--- config.mk ---
export PLATFORM = sky130hd
export DESIGN_NAME = vram_wr_arb
export DESIGN_NICKNAME = d
export VERILOG_FILES = /design/src/rtl/vdp_pkg.sv /design/src/rtl/rr_arb3.sv /design/src/rtl/vram_wr_arb.sv
export SDC_FILE = /design/constraint.sdc
export NUM_CORES = 1
export LEC_CHECK = 0
export CORE_AREA = 3 3 124 126
export CTS_BUF_LIST = sky130_fd_sc_hd__clkbuf_2
export CTS_CLUSTER_DIAMETER = 30
export DETAILED_ROUTE_END_ITERATION = 16
export DIE_AREA = 0 0 127 129
export PLACE_DENSITY = 0.61
export SYNTH_ARGS = -nofsm -noshare
export SYNTH_HDL_FRONTEND = slang
export SYNTH_SLANG_ARGS = --single-unit
--- constraint.sdc ---
create_clock -name clk -period 2.37 [get_ports clk]
set_clock_uncertainty 0.15 [all_clocks]
set_input_delay 0.3555 -clock clk [delete_from_list [all_inputs] [get_ports clk]]
set_output_delay 0.3555 -clock clk [all_outputs]
set_load 0.01 [all_outputs]
--- src/rtl/vdp_pkg.sv ---
// rtl/vdp_pkg.sv - shared types and defaults for the vdp VRAM write path
package vdp_pkg;

  localparam int VDP_DW         = 24;
  localparam int VDP_AW         = 16;
  localparam int VDP_VRAM_WORDS = 280 * 192;

  // Requester index doubles as the grant bit position
  typedef enum logic [1:0] {
    SRC_REN  = 2'd0,
    SRC_HOST = 2'd1,
    SRC_FILL = 2'd2
  } wr_src_t;

  typedef struct packed {
    logic [VDP_AW-1:0] adr;
    logic [VDP_DW-1:0] d;
  } vram_wr_t;

  typedef enum logic {
    FILL_IDLE = 1'b0,
    FILL_RUN  = 1'b1
  } fill_state_t;

endpackage

--- src/rtl/rr_arb3.sv ---
// rtl/rr_arb3.sv - three-way round-robin grant with registered priority pointer
module rr_arb3
  import vdp_pkg::*;
(
  input  logic       clk,
  input  logic       reset,
  input  logic [2:0] req,
  input  logic       adv,
  output logic [2:0] gnt
);

  logic [1:0] p_q;
  logic [1:0] p_d;

  // Search from the pointer upward (mod 3); first active request wins
  always_comb begin
    gnt = 3'b000;
    case (p_q)
      2'd0: begin
        if (req[0])      gnt = 3'b001;
        else if (req[1]) gnt = 3'b010;
        else if (req[2]) gnt = 3'b100;
      end
      2'd1: begin
        if (req[1])      gnt = 3'b010;
        else if (req[2]) gnt = 3'b100;
        else if (req[0]) gnt = 3'b001;
      end
      default: begin
        if (req[2])      gnt = 3'b100;
        else if (req[0]) gnt = 3'b001;
        else if (req[1]) gnt = 3'b010;
      end
    endcase
  end

  // Pointer moves to the requester just after the winner; holds when idle
  always_comb begin
    p_d = p_q;
    if (adv) begin
      case (gnt)
        3'b001:  p_d = 2'd1;
        3'b010:  p_d = 2'd2;
        3'b100:  p_d = 2'd0;
        default: p_d = p_q;
      endcase
    end
  end

  // Pointer register
  always_ff @(posedge clk) begin
    if (reset) p_q <= 2'd0;
    else       p_q <= p_d;
  end

endmodule

--- src/rtl/vram_wr_arb.sv ---
// rtl/vram_wr_arb.sv - VRAM write-port arbiter with fill engine and registered write outputs
module vram_wr_arb
  import vdp_pkg::*;
#(
  parameter int DW         = VDP_DW,
  parameter int AW         = VDP_AW,
  parameter int VRAM_WORDS = VDP_VRAM_WORDS
) (
  input  logic          clk,
  input  logic          reset,
  input  logic          ren_valid,
  output logic          ren_ready,
  input  logic [AW-1:0] ren_adr,
  input  logic [DW-1:0] ren_d,
  input  logic          host_valid,
  output logic          host_ready,
  input  logic [AW-1:0] host_adr,
  input  logic [DW-1:0] host_d,
  input  logic          fill_start,
  input  logic [DW-1:0] fill_color,
  output logic          fill_busy,
  output logic          fill_done,
  output logic          oob,
  output logic          vram_we,
  output logic [AW-1:0] vram_wadr,
  output logic [DW-1:0] vram_d
);

  // One extra bit so a full 2^AW word count still compares correctly
  localparam logic [AW:0]   WORDS_X  = (AW+1)'(VRAM_WORDS);
  localparam logic [AW-1:0] LAST_ADR = AW'(VRAM_WORDS - 1);

  fill_state_t   fill_state_q;
  logic [AW-1:0] fill_cnt_q;
  logic [DW-1:0] fill_color_q;
  logic          fill_done_q;

  logic          vram_we_q;
  logic [AW-1:0] vram_wadr_q;
  logic [DW-1:0] vram_d_q;
  logic          oob_q;

  logic [2:0]    req;
  logic [2:0]    gnt;
  logic          any_gnt;
  logic          in_range;
  wr_src_t       src;
  logic [AW-1:0] sel_adr;
  logic [DW-1:0] sel_d;

  assign fill_busy = (fill_state_q == FILL_RUN);
  assign req       = {fill_busy, host_valid, ren_valid};

  rr_arb3 u_arb (
    .clk   (clk),
    .reset (reset),
    .req   (req),
    .adv   (any_gnt),
    .gnt   (gnt)
  );

  assign any_gnt    = |gnt;
  assign ren_ready  = gnt[0];
  assign host_ready = gnt[1];

  // Route the granted requester's address/data onto the write path
  always_comb begin
    src = SRC_REN;
    if (gnt[1])      src = SRC_HOST;
    else if (gnt[2]) src = SRC_FILL;
    case (src)
      SRC_HOST: begin
        sel_adr = host_adr;
        sel_d   = host_d;
      end
      SRC_FILL: begin
        sel_adr = fill_cnt_q;
        sel_d   = fill_color_q;
      end
      default: begin
        sel_adr = ren_adr;
        sel_d   = ren_d;
      end
    endcase
  end

  assign in_range = ({1'b0, sel_adr} < WORDS_X);

  // Register accepted writes; out-of-range ones are swallowed and flagged
  always_ff @(posedge clk) begin
    if (reset) begin
      vram_we_q   <= 1'b0;
      vram_wadr_q <= '0;
      vram_d_q    <= '0;
      oob_q       <= 1'b0;
    end else begin
      vram_we_q <= any_gnt & in_range;
      oob_q     <= any_gnt & ~in_range;
      if (any_gnt && in_range) begin
        vram_wadr_q <= sel_adr;
        vram_d_q    <= sel_d;
      end
    end
  end

  // Fill sequencer: walks every address once, then pulses done and idles
  always_ff @(posedge clk) begin
    if (reset) begin
      fill_state_q <= FILL_IDLE;
      fill_cnt_q   <= '0;
      fill_color_q <= '0;
      fill_done_q  <= 1'b0;
    end else begin
      fill_done_q <= 1'b0;
      case (fill_state_q)
        FILL_IDLE: begin
          if (fill_start) begin
            fill_state_q <= FILL_RUN;
            fill_cnt_q   <= '0;
            fill_color_q <= fill_color;
          end
        end
        default: begin
          // A restart request here is deliberately ignored
          if (gnt[2]) begin
            if (fill_cnt_q == LAST_ADR) begin
              fill_state_q <= FILL_IDLE;
              fill_done_q  <= 1'b1;
            end else begin
              fill_cnt_q <= fill_cnt_q + 1'b1;
            end
          end
        end
      endcase
    end
  end

  assign fill_done = fill_done_q;
  assign oob       = oob_q;
  assign vram_we   = vram_we_q;
  assign vram_wadr = vram_wadr_q;
  assign vram_d    = vram_d_q;

endmodule
==> results.md, run 1 <==
- CTS root buf: clkbuf_2
- H-tree lvl count: 3
- Slew @ Worst Pin: 0.540 ns
- Sequential share of power: 44.0%
- Vias in the first global route: 4,389
- Final Net Count: 767
- DP HPWL: 9.65 mm
- Worst path max stage delay: 0.37 ns
- Synth Area in Simple Gates: 20.9%
- Hold WS: 0.149 ns
- Clock sink total: 86
- Synth Area in XOR/XNOR: 2.47%
- Clk Latency, worst-skew pair: 0.57 ns
- Netlist cell types: 40
- Post-synth top cells: dfxtp_1, nand2_1, nor2_1
- Final Hold Fails: 0
- Die height: 129 um
- GRT Max-Usage Layer: met2
- Core ar.: 14,400 um2
- WS Path Type: flop to flop
- Net Switching: 1.07 mW
- Startpoint types: flop
- Ys flop type: dfxtp_1
- Met2 Use GR: 29.5%
- Fmax: 382 MHz
- Post-synth EDFFs: 0
- Post-route DRC: 0
- Final WS setup: -0.251 ns
- RSZ-0062 raised after global routing: yes
- Layout cell share with drive strength beyond 1: 20.1%
- Setup TNS: -7.20 ns
- Ant. Diodes: 0
- Fin area: 6660 um2
- Dpl cell area: 6200 um2
- Die Width: 127 um
- Cell count after synthesis: 473
- YS warnings: 0
- Final setup fails: 39
- Largest net degree at the start of global routing: 42
- PwrDens: 554 nW/um2
- Synth Register Bits: 86
- Syn nets: 583
- Die area: 16,400 um2
- Int Pwr: 2.62 mW
- Gpl congestion: 0.831
- Total power: 3.69 mW
- Slew Limit Fails: 0
- DRT Pass-1 Iters: 8
- Area Overhead vs Synth: 56.7%
- Met3 usage: 4.94%
- GRT Total Usage: 16.5%
- Routed Antenna Nets: 0
- Leak Pwr: 2.52 nW
- Initial antenna violation count: 0
- Clk pin slew, worst setup/hold paths: 0.24 ns
- GR Util met1: 19.6%
- Worst path cell trace: and2b_2 > o32ai_4 > buf_4 > buf_6 > a222oi_1 > nor2b_2 > a31o_4 > buf_12 > mux2_2
- Cell type with the largest total area after synthesis: dfxtp_1
- Worst Path Required: 2.69 ns
- Status: finished with violations
- HP Class: primary input to flop
- Placed Cells: 811
- Synth Area in Adders: 0.294%
- Failing checks: setup timing
- Dpl ws: -0.662 ns
- CP arrival: 2.94 ns
- Rows: 44
- Avg Inst Size Synth: 8.99 um2
- Combinational share of power: 32.2%
- Gr ovfl total: 0
- DR WL/cell: 16.3 um
- Cell Area, Synth: 4250 um2
- Cell with the most instances after synthesis: dfxtp_1
- Slew HR: 64.0%
- CTS tree: done
- Boundary Pins: 155
- DR vias/cell: 5.02
- Clock buffer depth: 2
- Finished Core Util: 46.2%
- DRT iter0 DRCs: 310
- Seq/Total Area, Yosys: 40.5%
- Port Buf Inserts: 154
- Max FO, Critical Path: 10
- Most area-consuming cells after synthesis: dfxtp_1, mux2_4, a222oi_1
- Peak supply drop: 318 uV
- Synth top area share: 40.5%
- Final min period: 2.62 ns
- Initial core utilization: 29.5%
- Vias: 4,248
- First-pass GRT wire length: 21.8 mm
- DRT Wirelength: 13.8 mm
- CTS buffer count: 9
- Clock power frac: 23.8%
- Fin cells: 846
- Async SR Flop Fraction: 0%
- Mux cell area share after synthesis: 13.0%
- Main combinational cell family by area after synthesis: simple AND/OR/NAND/NOR gates
- Final Cycle Share: 111%
- Critical-path top delay cell: dfxtp_2
- Nature of the critical path endpoint: flop
- Sw Ratio: 29.0%
- Max Cap Viol: 0
- Complex-gate fraction of the synthesized area: 17.2%
==> layer usage <==
metal | share of wire [%] | wire length (um) | up-vias
li1 | - | - | 2058
met1 | 42 | 5800 | 2013
met2 | 50 | 6820 | 166
met3 | 7.2 | 991 | 11
met4 | 1.1 | 154 | 0
met5 | 0 | 0 | -
==> critical path, delay by kind of cell, from the launching register on <==
family / cells / cell delay, ns
compound gates: 3 / 0.71
buf+inv: 3 / 0.44
flops: 1 / 0.37
mux: 1 / 0.35
simple gates: 2 / 0.52
==> power groups by stage <==
| stage | Sequential (mW) | Combinational (mW) | Clock, mW |
|---|---|---|---|
| after floorplan | 1.68 | 0.498 | 0 |
| after global placement | 1.66 | 1.05 | 0 |
| after detailed placement | 1.66 | 1.07 | 0 |
| after CTS | 1.63 | 1.15 | 0.917 |
| after global routing | 1.64 | 1.27 | 0.975 |
| final | 1.63 | 1.19 | 0.877 |
==> placed cells by master, fill, tap and decap left out, types with 3 or more instances in the layout <==
cell type / count
nand2b_1: 8
nor2_1: 56
buf_4: 47
buf_12: 4
or3_1: 4
clkbuf_2: 10
nor2b_1: 37
nand2_1: 57
inv_1: 12
a222oi_1: 40
dfxtp_1: 83
a21oi_1: 32
mux2i_1: 3
clkinvlp_4: 3
xnor2_1: 12
nor3_1: 5
mux2_4: 32
clkdlybuf4s50_1: 150
nand3_1: 8
a2111oi_2: 3
buf_6: 5
mux2_2: 4
==> area by class of cell <==
| cell class | instances | area [um2] |
|---|---|---|
| sequential | 86 | 1730 |
| inverter | 12 | 45.0 |
| clock inverter | 6 | 86.3 |
| tap | 184 | 230 |
| fill | 1358 | 7760 |
| timing repair buffer | 211 | 2080 |
| clock buffer | 10 | 50.0 |
| multi-input combinational | 337 | 2440 |
==> flip-flops by register name, indices dropped and copies added (netlist names) <==
signal        flops
vram_wadr        16
fill_cnt_q       16
u_arb.p_q         2
vram_d           24
vram_we           1
oob               1
fill_done         1
fill_color_q     24
fill_busy         1
==> kinds of logic after synthesis <==
kind of cell / count (synthesis)
AND/OR/NAND/NOR: 190
AO/OA/AOI/OAI: 93
flip-flops: 86
buffers and inverters: 51
multiplexers: 40
XOR/XNOR: 12
adder cells (fa/ha/maj): 1
==> path summary, 6_finish.rpt <==
check                    from          endpoint  slack, ns  depth (start not counted)
min reg2reg  fill_color_q[12]  fill_color_q[12]       0.32                          2
max reg2reg      u_arb.p_q[0]         vram_d[1]      -0.25                          9
max              u_arb.p_q[0]         vram_d[1]      -0.25                          9
min            fill_color[16]  fill_color_q[16]       0.15                          3
==> what timing repair did <==
item / 4_1_cts / 5_1_grt
setup endpoints to repair: 48 / 58
gates resized for setup: 22 / 21
cloned: 1 / 2
pin swaps: 9 / 3
hold endpoints to repair: 2 / 0
setup buffers: 11 / 6
hold buffers: 1 / 0
No activity file was read; power rests on OpenSTA's default activity.
==> run 2, diff against run 1 <==
--- a/config.mk
+++ b/config.mk
@@ -5,12 +5,13 @@
 export SDC_FILE = /design/constraint.sdc
 export NUM_CORES = 1
 export LEC_CHECK = 0
-export CORE_AREA = 3 3 124 126
+export CORE_AREA = 3 3 126 128
 export CTS_BUF_LIST = sky130_fd_sc_hd__clkbuf_2
 export CTS_CLUSTER_DIAMETER = 30
 export DETAILED_ROUTE_END_ITERATION = 16
-export DIE_AREA = 0 0 127 129
-export PLACE_DENSITY = 0.61
+export DIE_AREA = 0 0 129 131
+export HOLD_SLACK_MARGIN = 0.03
+export PLACE_DENSITY = 0.59
 export SYNTH_ARGS = -nofsm -noshare
 export SYNTH_HDL_FRONTEND = slang
 export SYNTH_SLANG_ARGS = --single-unit
==> run 2 against run 1 <==
Effect of this change: the flow still finishes with violations (setup timing); flip-flop and latch count unchanged; count of clock-buffer cells in the layout up 1; cell count up 0.59%; first-iteration DRC count down 1.9%; combinational power about the same; routed wire length up 0.59%; final area down 0.73%.
==> results.md, run 2 (synthesis results as in run 1) <==
- Vias: 4,198 (-1.2%)
- Critical path's top delay family: compound AO/OA/AOI/OAI gates
- Leak Pwr: 2.50 nW (-0.79%)
- Clock buffer depth: 2 (unchanged)
- Nature of the critical path endpoint: flop
- Initial antenna violation count: 0 (unchanged)
- Clock sink total: 86 (unchanged)
- Largest net degree at the start of global routing: 70 (+67%)
- Die area: 16,900 um2 (+3.1%)
- PwrDens: 535 nW/um2 (-3.5%)
- Startpoint types: flop
- Die height: 131 um (+1.6%)
- DRT Pass-1 Iters: 6 (-2)
- Worst path cell trace: and2b_2 > o32ai_4 > buf_6 > a222oi_1 > buf_4 > or2b_1 > a31o_4 > buf_12 > mux2_4
- Slew Limit Fails: 0 (unchanged)
- Critical-path top delay cell: dfxtp_2
- Crit path buf inv count: 3 (unchanged)
- Layout cell share with drive strength beyond 1: 19.9% (-0.18 points)
- Gr ovfl total: 0 (unchanged)
- Final Net Count: 768 (+0.13%)
- WS Path Type: flop to flop
- GRT Total Usage: 15.9% (-0.61 points)
- Cells on worst reg2reg path: 9 (unchanged)
- Initial core utilization: 28.4% (-1.1 points)
- Slew HR: 63.8% (-0.23 points)
- Die Width: 129 um (+1.6%)
- Worst path max stage delay: 0.36 ns (about the same)
- Hold EP: fill_color_q[4]
- Port Buf Inserts: 154 (unchanged)
- Failing checks: setup timing
- Fmax: 380 MHz (-0.44%)
- Multi-input gate area: 2430 um2 (-0.61%)
- Filler instances: 1,441 (+6.1%)
- Final WS setup: -0.263 ns (-0.0117 ns)
- HP Start: fill_color[4]
- H-tree lvl count: 3 (unchanged)
- RSZ-0062 raised after global routing: yes
- DR WL/cell: 16.3 um (about the same)
- DR vias/cell: 4.93 (-1.8%)
- Ant. Diodes: 0 (unchanged)
- Register Area: 1730 um2 (+0.14%)
- Final Hold Fails: 0 (unchanged)
- DRT iter0 DRCs: 304 (-1.9%)
- Reg-to-Reg Start: u_arb.p_q[0]
- Fin cells: 851 (+0.59%)
- Register-to-register setup slack: -0.26 ns (about the same)
- Finished Core Util: 44.2% (-2.0 points)
- Routed Antenna Nets: 0 (unchanged)
- Slew @ Worst Pin: 0.543 ns (+0.00341 ns)
- Peak supply drop: 183 uV (-42%)
- Boundary Pins: 155 (unchanged)
- Max Cap Viol: 0 (unchanged)
- Area Overhead vs Synth: 55.5%
- CP arrival: 2.94 ns (about the same)
- Reg2reg end: vram_wadr[5]
- Core ar.: 15,000 um2 (+3.8%)
- Final Cycle Share: 111% (+0.49 points)
- Max FO, Critical Path: 14 (+4)
- DP HPWL: 9.94 mm (+3.0%)
- HP Class: primary input to flop
- Vias in the first global route: 4,416 (+0.62%)
- Worst Path Required: 2.68 ns (about the same)
- CTS root buf: clkbuf_2
- CTS tree: done
- Final min period: 2.63 ns (+0.0117 ns)
- Hold Crit Depth: 3 (unchanged)
- Post-route DRC: 0 (unchanged)
- Commonest non-fill, non-tap cell in the layout: clkdlybuf4s50_1
- CTS buffer count: 9 (unchanged)
- Clk pin slew, worst setup/hold paths: 0.23 ns (about the same)
- Placed Cells: 817 (+0.74%)
- Total power: 3.54 mW (-4.2%)
- DRT Wirelength: 13.8 mm (+0.59%)
- Clk Latency, worst-skew pair: 0.57 ns (about the same)
- Final setup fails: 40 (+2.6%)
- Gpl congestion: 0.868 (+4.5%)
- Rows: 45 (+2.3%)
- First-pass GRT wire length: 21.3 mm (-2.5%)
- Commonest non-fill, non-tap cells in the layout: clkdlybuf4s50_1, dfxtp_1, nand2_1
- Status: finished with violations
run 2: layer usage:
layer / GRT usage [%] / wire, um / vias up
li1: - / - / 2053
met1: 19.0 / 6030 / 1970
met2: 28.3 / 6790 / 156
met3: 3.50 / 812 / 19
met4: 5.56 / 219 / 0
met5: 0 / 0 / -
run 2: metrics by stage:
stage	setup TNS, ns	instance area (um2)	hold slack (ns)	setup slack (ns)
floorplan	-4.56	4260	0.286	-0.151
global placement	-26.17	6230	0.293	-0.564
detailed placement	-29.43	6230	0.297	-0.636
CTS	-5.44	6520	0.0741	-0.175
global route	-14.32	6610	0.0837	-0.385
finish	-9.37	6610	0.161	-0.263
run 2: timing repair:
item / in CTS / in global routing
endpoints found under the setup margin: 47 / 49
hold endpoints to repair: 9 / 0
gates cloned: 0 / 1
gates resized for setup: 33 / 10
buffers inserted: 11 / 7
hold buffers: 1 / 0
pin swaps: 5 / 9
run 2: tightest hold or removal path: stages:
cell and delay [ns]:
clkdlybuf4s50_1 0.40, nand2_1 0.06, a21oi_1 0.05
run 2: how the worst max path moves through the flow:
stage / cells past startpoint / slack [ns] / startpoint / to
3_5_place_dp: 8 / -0.64 / ren_valid / vram_wadr[9]
6_report: 9 / -0.26 / u_arb.p_q[0] / vram_wadr[5]
2_1_floorplan: 10 / -0.15 / fill_busy / vram_d[10]
5_1_grt: 9 / -0.39 / u_arb.p_q[0] / vram_wadr[9]
4_1_cts: 8 / -0.17 / u_arb.p_q[0] / vram_d[8]
3_3_place_gp: 8 / -0.56 / ren_valid / vram_d[16]
run 2: layout make-up:
| class | count | share of cell area, % |
|---|---|---|
| Multi-Input combinational cell | 336 | 36.7 |
| Tap cell | 188 | 3.56 |
| Sequential cell | 86 | 26.2 |
| Timing Repair Buffer | 213 | 31.3 |
| Clock buffer | 11 | 0.833 |
| Clock inverter | 5 | 0.757 |
| Inverter | 12 | 0.681 |
run 2: power by group:
part,switching (mW),leakage (nW),internal (mW)
Clock,0.486,0.0686,0.244
Sequential,0.0651,0.708,1.56
Combinational,0.473,1.72,0.707
==> run 3, diff against run 2 <==
--- a/config.mk
+++ b/config.mk
@@ -11,7 +11,7 @@
 export DETAILED_ROUTE_END_ITERATION = 16
 export DIE_AREA = 0 0 129 131
 export HOLD_SLACK_MARGIN = 0.03
-export PLACE_DENSITY = 0.59
+export PLACE_DENSITY = 0.57
 export SYNTH_ARGS = -nofsm -noshare
 export SYNTH_HDL_FRONTEND = slang
 export SYNTH_SLANG_ARGS = --single-unit
==> constraint.sdc (replaced) <==
create_clock -name clk -period 3.4 [get_ports clk]
set_clock_uncertainty 0.15 [all_clocks]
set_input_delay 0.51 -clock clk [delete_from_list [all_inputs] [get_ports clk]]
set_output_delay 0.51 -clock clk [all_outputs]
set_load 0.01 [all_outputs]
==> run 3 against run 2 <==
Effect of this change: the run now ends clean; first-iteration DRC count up 7.2%; global-route usage down 0.33 points; non-clock buffer count fell by 40; utilization is 3.4 points lower; critical path depth down 4; sequential share of layout area increased by 2.0 points.
==> results.md, run 3 (synthesis results as in run 1) <==
- Status: finished clean
- DRT iter0 DRCs: 326 (+7.2%)
- Clock sink total: 86 (unchanged)
- Reg-to-Reg Start: fill_busy
- Clk pin slew, worst setup/hold paths: 0.21 ns (-0.02 ns)
- RSZ-0062 raised after global routing: no
- Clk Latency, worst-skew pair: 0.54 ns (-0.03 ns)
- Crit path buf inv count: 4 (+1)
- Worst path cell trace: clkdlybuf4s50_1 > inv_1 > o32ai_4 > buf_4 > clkdlybuf4s50_1
- Vias: 4,027 (-4.1%)
- Max FO, Critical Path: 15 (+1)
- PwrDens: 373 nW/um2 (-30%)
- Met3 usage: 3.66% (+0.16 points)
- Gpl congestion: 0.867 (about the same)
- Max Cap Viol: 0 (unchanged)
- Area Overhead vs Synth: 43.6%
- Hold Crit Depth: 2 (-1)
- GRT Total Usage: 15.6% (-0.33 points)
- Finished Core Util: 40.8% (-3.4 points)
- Hold EP: u_arb.p_q[1]
- Startpoint types: primary input
- Critical path's top delay family: buffers and inverters
- Register Area: 1720 um2 (-0.51%)
- Vias in the first global route: 4,191 (-5.1%)
- Register-to-register setup slack: 0.50 ns (+0.76 ns)
- Die area: 16,900 um2 (unchanged)
- Critical Path Most Common Cell: clkdlybuf4s50_1
- CTS root buf: clkbuf_2
- Final min period: 3.22 ns
- WS Path Type: primary input to output port
- CTS buffer count: 9 (unchanged)
- Post-CTS Setup Bufs: 0 (-11)
- Die Width: 129 um (unchanged)
- Nature of the critical path endpoint: output port
- CP arrival: 2.56 ns (-0.38 ns)
- Peak supply drop: 136 uV (-26%)
- First-pass GRT wire length: 20.8 mm (-2.2%)
- DRT Wirelength: 13.2 mm (-4.5%)
- Boundary Pins: 155 (unchanged)
- Final setup fails: 0 (-100%)
- Cells on worst reg2reg path: 7 (-2)
- GRT Max-Usage Layer: met2
- Multi-input gate area: 2330 um2 (-4.1%)
- HP Class: primary input to flop
- Port Buf Inserts: 154 (unchanged)
- Reg2reg end: vram_wadr[5]
- Routed Antenna Nets: 0 (unchanged)
- Commonest non-fill, non-tap cells in the layout: clkdlybuf4s50_1, dfxtp_1, nand2_1
- DR vias/cell: 4.98 (+0.91%)
- # resized after CTS: 0 (-100%)
- Final Hold Fails: 0 (unchanged)
- GR Util met1: 18.7% (-0.23 points)
- Worst Path Required: 2.74 ns (+0.06 ns)
- Commonest non-fill, non-tap cell in the layout: clkdlybuf4s50_1
- CTS Hold Buffers Added: 0 (-1)
- DP HPWL: 9.56 mm (-3.8%)
- DRT Pass-1 Iters: 8 (+2)
- Core ar.: 15,000 um2 (unchanged)
- Rows: 45 (unchanged)
- Gr ovfl total: 0 (unchanged)
- Final Cycle Share: 94.6%
- Slew HR: 48.7% (-15 points)
- HP Start: reset
- Met2 Use GR: 26.9% (-1.5 points)
- Leak Pwr: 2.24 nW (-11%)
- Ant. Diodes: 0 (unchanged)
- Initial core utilization: 28.4% (unchanged)
- Largest net degree at the start of global routing: 60 (-14%)
- Worst path max stage delay: 0.61 ns (+0.25 ns)
- DR WL/cell: 16.4 um (+0.48%)
- Fmax: 311 MHz
- Setup TNS: 0 ns (+9.37 ns)
- Clock buffer depth: 2 (unchanged)
- Filler instances: 1,488 (+3.3%)
- Layout cell share with drive strength beyond 1: 12.2% (-7.7 points)
- Die height: 131 um (unchanged)
- Post-route DRC: 0 (unchanged)
- H-tree lvl count: 3 (unchanged)
- Slew @ Worst Pin: 0.764 ns (+0.221 ns)
- Final Net Count: 728 (-5.2%)
- CTS tree: done
- Slew Limit Fails: 0 (unchanged)
- Critical-path top delay cell: clkdlybuf4s50_1
- Initial antenna violation count: 0 (unchanged)
run 3: changes by cell type in the layout (fill, tap and decap cells not counted), moves of 3 or more:
cell / previous run / this run
buf_4: 47 / 18
buf_6: 7 / 0
a2111oi_0: 0 / 4
a2111oi_2: 4 / 0
dfxtp_1: 83 / 86
mux2_2: 4 / 7
mux2_4: 32 / 29
run 3: through the flow:
step	setup WS [ns]	total power [mW]	instance area (um2)	hold WS (ns)	cells
floorplan	0.812	1.52	4250	0.286	473
detailed placement	0.0374	1.88	6040	0.296	795
finish	0.183	2.28	6110	0.281	809
global route	0.0556	2.42	6110	0.251	809
CTS	0.192	2.32	6110	0.220	809
global placement	0.130	1.87	6040	0.293	795
run 3: worst max-delay path by stage:
stage | startpoint | endpoint | slack, ns | depth (start not counted)
final | host_valid | host_ready | 0.18 | 5
after global routing | host_valid | host_ready | 0.06 | 5
after CTS | host_valid | host_ready | 0.19 | 5
after detailed placement | host_valid | vram_wadr[4] | 0.04 | 9
after global placement | host_valid | vram_wadr[0] | 0.13 | 9
after floorplan | host_valid | vram_d[10] | 0.81 | 9
run 3: layout make-up:
class	count	share of cell area (%)
Tap cell	188	3.85
Clock inverter	3	0.225
Timing Repair Buffer	173	28.0
Inverter	12	0.738
Clock buffer	11	0.902
Sequential cell	86	28.2
Multi-Input combinational cell	336	38.1
run 3: layer usage:
metal  vias to the layer above  wire length, um
met3                        21              917
met1                      1875             5670
met5                         -                0
li1                       1970                -
met2                       161             6350
met4                         0              291
run 3: where the power goes:
part / switching, mW / internal (mW)
clock network: 0.336 / 0.0901
registers: 0.0449 / 1.09
logic: 0.300 / 0.420
total: 0.681 / 1.60
